**src/rtl/seq_controller_pkg.sv**
```systemverilog
// Shared encodings for the pattern sequencer: FSM state codes and ping-pong direction.
package seq_controller_pkg;

  typedef logic [1:0] state_t;

  localparam logic [1:0] ST_IDLE  = 2'd0;
  localparam logic [1:0] ST_RUN   = 2'd1;
  localparam logic [1:0] ST_PAUSE = 2'd2;
  localparam logic [1:0] ST_DONE  = 2'd3;

  localparam logic DIR_UP   = 1'b0;
  localparam logic DIR_DOWN = 1'b1;

endpackage

```
**src/rtl/seq_controller_prescaler_en.sv**
```systemverilog
// Free-running NP-bit step prescaler with count enable and synchronous clear;
// tick_o flags the enabled cycle in which the counter wraps from all-ones to zero.
module prescaler_en #(
  parameter int NP = 22
) (
  input  logic clk,
  input  logic rstn,
  input  logic en_i,
  input  logic clr_i,
  output logic tick_o
);

  logic [NP-1:0] cnt_q, cnt_d;

  always_comb begin
    cnt_d = cnt_q;
    if (clr_i) begin
      cnt_d = '0;
    end else if (en_i) begin
      cnt_d = cnt_q + NP'(1);
    end
  end

  always_ff @(posedge clk or negedge rstn) begin
    if (!rstn) begin
      cnt_q <= '0;
    end else begin
      cnt_q <= cnt_d;
    end
  end

  assign tick_o = en_i && !clr_i && (cnt_q == '1);

endmodule

```
**src/rtl/seq_controller.sv**
```systemverilog
// Programmable 4-bit pattern sequencer with start/stop/pause/loop control.
// Optional feature: define SEQ_PINGPONG_EN to bounce between index 0 and len in loop mode.
module seq_controller #(
  parameter int NP    = 22,
  parameter int DEPTH = 8,
  parameter int AW    = 3
) (
  input  logic          clk,
  input  logic          rstn,
  input  logic          start,
  input  logic          stop,
  input  logic          pause,
  input  logic          loop,
  input  logic [AW-1:0] len,
  input  logic          wr_en,
  input  logic [AW-1:0] wr_addr,
  input  logic [3:0]    wr_data,
  output logic [3:0]    data,
  output logic [AW-1:0] idx,
  output logic          busy,
  output logic          done
);

  import seq_controller_pkg::*;

  state_t        state_q, state_d;
  logic [3:0]    data_q, data_d;
  logic [AW-1:0] idx_q, idx_d;
  logic [AW-1:0] len_q, len_d;
  logic          done_q, done_d;
  logic [3:0]    table_q [DEPTH];

  logic          seqActive;
  logic          presTick;
  logic          loadEn;
  logic [AW-1:0] idxInc;

`ifdef SEQ_PINGPONG_EN
  logic          dir_q, dir_d;
  logic [AW-1:0] idxDec;
  assign idxDec = idx_q - AW'(1);
`endif

  assign idxInc = idx_q + AW'(1);

  // The prescaler only advances on cycles where the sequence is really running,
  // so a pause shifts the whole schedule by exactly the cycles pause was high.
  assign seqActive = ((state_q == ST_RUN) || (state_q == ST_PAUSE)) && !pause && !stop && !start;

  prescaler_en #(.NP(NP)) u_prescaler (
    .clk    (clk),
    .rstn   (rstn),
    .en_i   (seqActive),
    .clr_i  (start || stop),
    .tick_o (presTick)
  );

  always_comb begin
    state_d = state_q;
    data_d  = data_q;
    idx_d   = idx_q;
    len_d   = len_q;
    done_d  = 1'b0;
    loadEn  = 1'b0;
`ifdef SEQ_PINGPONG_EN
    dir_d   = dir_q;
`endif
    if (stop) begin
      state_d = ST_IDLE;
      idx_d   = '0;
      data_d  = '0;
`ifdef SEQ_PINGPONG_EN
      dir_d   = DIR_UP;
`endif
    end else if (start) begin
      state_d = ST_RUN;
      idx_d   = '0;
      len_d   = len;
      loadEn  = 1'b1;
`ifdef SEQ_PINGPONG_EN
      dir_d   = DIR_UP;
`endif
    end else if ((state_q == ST_RUN) || (state_q == ST_PAUSE)) begin
      if (pause) begin
        state_d = ST_PAUSE;
      end else begin
        state_d = ST_RUN;
        if (presTick) begin
`ifdef SEQ_PINGPONG_EN
          if (dir_q == DIR_UP) begin
            if (idx_q < len_q) begin
              idx_d  = idxInc;
              loadEn = 1'b1;
            end else if (!loop) begin
              state_d = ST_DONE;
              done_d  = 1'b1;
            end else if (len_q == '0) begin
              idx_d  = '0;
              loadEn = 1'b1;
            end else begin
              dir_d  = DIR_DOWN;
              idx_d  = idxDec;
              loadEn = 1'b1;
            end
          end else begin
            if (idx_q != '0) begin
              idx_d  = idxDec;
              loadEn = 1'b1;
            end else if (!loop) begin
              state_d = ST_DONE;
              done_d  = 1'b1;
            end else begin
              dir_d  = DIR_UP;
              idx_d  = idxInc;
              loadEn = 1'b1;
            end
          end
`else
          if (idx_q < len_q) begin
            idx_d  = idxInc;
            loadEn = 1'b1;
          end else if (loop) begin
            idx_d  = '0;
            loadEn = 1'b1;
          end else begin
            state_d = ST_DONE;
            done_d  = 1'b1;
          end
`endif
        end
      end
    end
    // Reads the pre-write table contents, so a same-cycle write is seen only on the next load.
    if (loadEn) begin
      data_d = table_q[idx_d];
    end
  end

  always_ff @(posedge clk or negedge rstn) begin
    if (!rstn) begin
      state_q <= ST_IDLE;
      data_q  <= '0;
      idx_q   <= '0;
      len_q   <= '0;
      done_q  <= 1'b0;
    end else begin
      state_q <= state_d;
      data_q  <= data_d;
      idx_q   <= idx_d;
      len_q   <= len_d;
      done_q  <= done_d;
    end
  end

`ifdef SEQ_PINGPONG_EN
  always_ff @(posedge clk or negedge rstn) begin
    if (!rstn) begin
      dir_q <= DIR_UP;
    end else begin
      dir_q <= dir_d;
    end
  end
`endif

  always_ff @(posedge clk or negedge rstn) begin
    if (!rstn) begin
      for (int i = 0; i < DEPTH; i++) begin
        table_q[i] <= '0;
      end
    end else if (wr_en) begin
      table_q[wr_addr] <= wr_data;
    end
  end

  assign data = data_q;
  assign idx  = idx_q;
  assign busy = (state_q == ST_RUN) || (state_q == ST_PAUSE);
  assign done = done_q;

endmodule

```
**config.mk**
```make
export PLATFORM = sky130hd
export DESIGN_NAME = seq_controller
export DESIGN_NICKNAME = d
export VERILOG_FILES = /design/src/rtl/seq_controller_pkg.sv /design/src/rtl/seq_controller_prescaler_en.sv /design/src/rtl/seq_controller.sv
export SDC_FILE = /design/constraint.sdc
export NUM_CORES = 1
export LEC_CHECK = 0
export BUFFER_PORTS_ARGS = -buffer_cell sky130_fd_sc_hd__buf_2
export CAP_MARGIN = 20
export CORE_ASPECT_RATIO = 0.6
export CORE_UTILIZATION = 54
export CTS_CLUSTER_DIAMETER = 60
export DETAILED_ROUTE_END_ITERATION = 6
export PLACE_DENSITY_LB_ADDON = 0.12
export SYNTH_ARGS = -nofsm -noshare
export SYNTH_HDL_FRONTEND = slang
export SYNTH_SLANG_ARGS = --single-unit
```
**constraint.sdc**
```tcl
create_clock -name clk -period 2.6 [get_ports clk]
set_clock_uncertainty 0.2 [all_clocks]
set_input_delay 0.26 -clock clk [delete_from_list [all_inputs] [get_ports clk]]
set_output_delay 0.26 -clock clk [all_outputs]
set_load 0.05 [all_outputs]
```
Yosys cells after proc, flatten, opt, wreduce, memory -nomap -nowiden
Cells that the tools add are included.

Flip-flop bits (word level): 67. Bits of input ports: 17. Output and inout bits: 9. Word-level logic and storage cells: 80.

$add $sub $neg: 2. Order comparisons: 4. Equality and inequality tests: 3. Muxes and demuxes: 38. Bitwise gates (word level): 3. Reductions and logical operators: 16.

Operators by type and width (count): two-way mux 22 bit (2); bitwise mux 32 bit (1); adder 22 x 1 -> 22 bit (second input constant) (1); == test 22 bit (second input constant) (1); two-way mux 3 bit (7); two-way mux 4 bit (5); two-way mux 1 bit (14); two-way mux 2 bit (7); binary-select mux 4 bit (select 3 bit) (1); demux 4 bit (select 3 bit) (1); greater-or-equal comparator 4 bit (second input constant) (2); inverter 3 -> 4 bit (2); logical AND 1 bit (6); logical NOT 1 bit (4); < comparator 4 x 1 -> 1 bit (second input constant) (1); nonzero test 2 bit (2); adder 3 x 1 -> 3 bit (second input constant) (1); < comparator 3 bit (1); nonzero test 3 bit (1); == test 2 x 1 -> 1 bit (second input constant) (1); == test 2 bit (second input constant) (1); logical OR 1 bit (2); AND reduction 2 bit (1); inverter 1 bit (1).

Longest topological paths before layout
Depth in word-level cells: 17. Mapped depth: 11. Gate-level depth less buffers: 9.

Modules after synthesis
A second synthesis with hierarchy kept.

Cells, all modules: 323. Area, all modules: 3517.1 µm².

Modules (own cells, without submodules): seq_controller (instances 1, cells an instance 207, area an instance 2409.8 µm², seq. area each 1126.1 µm²); prescaler_en (instances 1, cells an instance 116, area an instance 1107.3 µm², seq. area each 550.5 µm²).

Least setup slack after synthesis
OpenSTA, ideal clock, no wires.

Path kind: flip-flop to flip-flop. From: register idx_q[2] (netlist: idx[2]). To: register data_q[0] (netlist: data[0]). Library setup time: 131 ps. Arrival time: 2670 ps. Required time: 2269 ps. Path slack: -401 ps. Stages on the path, launching flop included: 10. Path buffers: 1. Clock period less this slack: 3001 ps. Cells stage by stage: dfrtp_1 -> ha_1 -> a21o_1 -> a31oi_1 -> o2111ai_1 -> a21boi_1 -> buf_2 -> mux2_2 -> o221ai_1 -> nand3_1.

Word-level cells in the longest chain between the ends: 12. Elaborated cells on any way between the ends: 21. Those cells by class: add/sub: 1; order compare: 1; mux: 17; bitwise: 1; reduce/logical: 1.

RTL lines: start, declared (RTL line seq_controller.sv:28) `logic [AW-1:0] idx_q, idx_d;`; start signal, assigned (RTL line seq_controller.sv:149) `idx_q <= idx_d;`; adder 3 x 1 -> 3 bit, or another cell as far along (RTL line seq_controller.sv:44) `assign idxInc = idx_q + AW'(1);`; two-way mux 3 bit (RTL line seq_controller.sv:119) `if (idx_q < len_q) begin`; two-way mux 3 bit (RTL line seq_controller.sv:88) `if (presTick) begin`; two-way mux 3 bit (RTL line seq_controller.sv:84) `if (pause) begin`; two-way mux 3 bit (RTL line seq_controller.sv:83) `end else if ((state_q == ST_RUN) || (state_q == ST_PAUSE)) begin`; two-way mux 3 bit (RTL line seq_controller.sv:75) `end else if (start) begin`; two-way mux 3 bit (RTL line seq_controller.sv:68) `if (stop) begin`; inverter 3 -> 4 bit (not written as such) (RTL line seq_controller.sv:135) `data_d = table_q[idx_d];`; binary-select mux 4 bit (select 3 bit) (RTL line seq_controller.sv:135); two-way mux 4 bit (not written as such) (2 in series) (RTL line seq_controller.sv:135); two-way mux 4 bit (RTL line seq_controller.sv:134) `if (loadEn) begin`; end signal, assigned (RTL line seq_controller.sv:148) `data_q <= data_d;`; end, declared (RTL line seq_controller.sv:27) `logic [3:0] data_q, data_d;`.

Several ways; a longest one is shown, not always the timed one. The select of a mux whose other input is x is not followed. A chain may end at the register's enable or synchronous reset.

Worst setup path in the final report
From: register len_q[2]. To: register data_q[0] (netlist: data[0]).

Word-level cells in the longest chain between the ends: 12. Elaborated cells on any way between the ends: 19. Those cells by class: order compare: 1; mux: 16; bitwise: 1; reduce/logical: 1.

RTL lines: start, declared (RTL line seq_controller.sv:29) `logic [AW-1:0] len_q, len_d;`; start signal, assigned (RTL line seq_controller.sv:150) `len_q <= len_d;`; < comparator 3 bit * (RTL line seq_controller.sv:119); two-way mux 3 bit (RTL line seq_controller.sv:119); two-way mux 3 bit (RTL line seq_controller.sv:88); two-way mux 3 bit (RTL line seq_controller.sv:84); two-way mux 3 bit (RTL line seq_controller.sv:83); two-way mux 3 bit (RTL line seq_controller.sv:75); two-way mux 3 bit (RTL line seq_controller.sv:68); inverter 3 -> 4 bit (not written as such) (RTL line seq_controller.sv:135); binary-select mux 4 bit (select 3 bit) (RTL line seq_controller.sv:135); two-way mux 4 bit (not written as such) (2 in series) (RTL line seq_controller.sv:135); two-way mux 4 bit (RTL line seq_controller.sv:134).

Every way passes the cells marked *; elsewhere a longest branch is shown, timed or not. The select of a mux whose other input is x is not followed.

==> impl_metrics.py <==
metrics = {
    "run_status": {
        "outcome": "complete, but fails checks",
        "violations": "negative setup slack",
    },
    "pwr": {
        "combPwrFrac_pct": 13.9,
        "power.leakage_nw": 1.836,
        "ir_drop_mv": 0.3997,
        "seqPwrFrac_pct": 46.7,
        "power_density_nw_per_um2": 627.4,
        "p_sw_mw": 0.6727,
        "p_sw_share_pct": 25.23,
        "finalPower_mw": 2.667,
        "pwr-share-clk_pct": 39.4,
        "p_int_mw": 1.994,
    },
    "timing": {
        "timing.slew.headroom_pct": 43.64,
        "fmax_mhz": 382.7,
        "period_minus_slack_ns": 2.613,
        "rsz0062_at_grt": "yes",
        "report.final.slew_viol_count": 0,
        "setup_viol": 2,
        "final-hold-violation-count": 0,
        "worst_slack_ns": -0.01276,
        "tightest_slew_ns": 0.8389,
        "holdWs_ns": 0.05399,
        "period_share_pct": 100.5,
    },
    "worst_setup_path": {
        "cp.arrival_ns": 2.64,
        "critPathLaunch": "len_q[2]",
        "reg2reg_from": "len_q[2]",
        "r2r-end": "data[0]",
        "worstPathMaxFanout": 9,
        "critPathLaunchType": "flop",
        "critPathKind": "flop to flop",
        "r2r_cells": 10,
        "worstSetupEndpoint": "data[0]",
        "crit_path_end_kind": "flop",
        "ff2ff_setup_slack_ns": -0.01,
        "cp.required_ns": 2.62,
    },
    "logic_synthesis": {
        "synth_nets": 324,
        "ys.flop_type": "dfrtp_1",
        "syn_area_per_cell_um2": 11.02,
        "synth.distinct_cells": 45,
        "async_flop_share_pct": 100.0,
        "yosys_register_bits": 67,
        "ys_seq_area_share_pct": 50.22,
        "syn_area_um2": 3338,
        "synth_edf_count": 0,
        "netlist.area_leader.share_pct": 50.22,
        "syn_inst": 303,
        "netlist_top_cells_area": "dfrtp_1, mux2_2, nor2_1, xor2_1, nand2_1",
        "yosys_warnings": 0,
        "yosys.area.top_type": "dfrtp_1",
    },
    "drt": {
        "ant_nets": 0,
        "first_pass_iters": 4,
        "post_drt_wl_per_cell_um": 18.57,
        "vias": 2594,
        "wl_mm": 8.357,
        "viasPerCell": 5.764,
        "drtIter0Drc": 212,
        "drcViolationCount": 0,
    },
    "clock_network": {
        "tritoncts": "done",
        "clockBufferDepth": 2,
        "root_buffer": "clkbuf_8",
        "cts_sinks": 67,
        "clk-insertion-delay-late_ns": 0.36,
        "cts.clk_slew.worst_paths_ns": 0.07,
        "htreeDepth": 3,
        "cts_inserted_buffers": 9,
    },
    "job": {
        "drv_cap": 0,
    },
    "placement": {
        "routabilityCongestion": 0.8868,
        "portBuffers": 25,
        "dp_slack_ns": -0.05139,
        "dp_hpwl_mm": 5.712,
    },
    "floorplan": {
        "core_area_um2": 5754,
        "dieArea_um2": 6510,
        "rows": 21,
        "floorplan.initialDensity_pct": 58.01,
        "io_pins": 26,
        "die_h_um": 62.90,
        "die_w_um": 103.5,
    },
    "global_routing": {
        "grt_max_degree": 31,
        "track_usage_pct": 27.32,
        "grt_pass1_vias": 2483,
        "globalRouteOverflowTotal": 0,
        "antenna_found_initial": 0,
        "grt_pass1_wl_mm": 13.30,
    },
    "final_layout": {
        "nFillCells": 395,
        "area_delta_synth_final_pct": 27.32,
        "nets": 386,
        "final_common_cell": "dfrtp_1",
        "final_cell_mix": "dfrtp_1, mux2_2, nor2_1, buf_2, buf_4",
        "diodes": 0,
        "drive_gt1_share_pct": 38.65,
    },
    "worst_hold_path": {
        "hp-class": "input pin to flop",
    },
}
-- sequential cells by signal, summed over array words and instances, names as in the netlist --
register and flops:
data 4, done 1, idx 3, len_q 3, state_q 2, table_q 32
u_prescaler.cnt_q 22
-- cell type report --
type	instances	area [um^2]	share of cell area (%)
tap	80	100.1	2.355
clock buffer	10	127.6	3.003
sequential	67	1682	39.56
timing repair buffer	59	450.4	10.60
multi-input combinational	221	1752	41.21
inverter	7	26.28	0.6182
clock inverter	6	112.6	2.649
-- cell families after synthesis --
| family | share of synthesized area, % |
|---|---|
| AO/OA/AOI/OAI | 6.334 |
| XOR/XNOR | 5.472 |
| adder cells (fa/ha/maj) | 1.799 |
| buffers and inverters | 1.799 |
| flip-flops | 50.22 |
| multiplexers | 15.18 |
| AND/OR/NAND/NOR | 19.19 |
-- stage by stage --
step                setup TNS (ns)  area, um^2  std cells  utilization, %
floorplan                 -0.02283        3425        303               -
global placement                 0        3774        419           65.58
detailed placement         -0.1478        3774        419           65.58
CTS                              0        4146        442           72.06
global route               -0.3882        4250        450           73.86
finish                    -0.01584        4250        450           73.86
-- worst min path at each step --
stage | from | end | slack, ns | cells past startpoint
after floorplan | rstn | data[0] | -0.24 | 0
after global placement | rstn | u_prescaler.cnt_q[2] | 0.01 | 1
after detailed placement | rstn | u_prescaler.cnt_q[3] | 0.03 | 1
after CTS | start | state_q[0] | 0.05 | 3
after global routing | start | state_q[0] | 0.05 | 3
final | start | state_q[0] | 0.05 | 3
-- critical path, cell delays in order (launching register included) --
cell	delay [ns]
dfrtp_1	0.37
inv_2	0.08
ha_4	0.22
a21o_1	0.21
a31oi_4	0.21
o2111ai_4	0.17
a21boi_4	0.23
buf_12	0.16
mux2_2	0.35
a22oi_1	0.17
nand3_1	0.11
-- per-layer routing --
metal	vias to the layer above	part of all wire [%]	GRT usage, %
met5	-	0	0
met4	0	0.74	6.884
met3	8	7.5	8.342
met2	87	42	35.82
met1	1291	50	42.87
li1	1208	-	-
-- what timing repair did --
item | CTS | global route
setup endpoints to repair | 4 | 5
hold buffers | 5 | 0
cloned | 1 | 0
pin swaps | 1 | 5
gates resized for setup | 5 | 13
buffers inserted | 1 | 8
endpoints found under the hold margin | 21 | 0
-- cells in the mapped netlist, types with 7 or more instances --
library cell  instances
nand3_1              12
xnor2_1               9
dfrtp_1              67
inv_1                 7
xor2_1               10
nand4_1               8
mux2_2               45
nand2_1              22
nor2_1               35
a21oi_1               7
-- power groups by stage --
stage	logic (mW)	registers [mW]	clock network, mW
3_3_place_gp	0.331	1.26	0
2_1_floorplan	0.217	1.25	0
6_report	0.370	1.24	1.05
5_1_grt	0.399	1.26	1.11
4_1_cts	0.355	1.24	1.07
3_5_place_dp	0.343	1.26	0
Power figures use the tool's default switching activity.
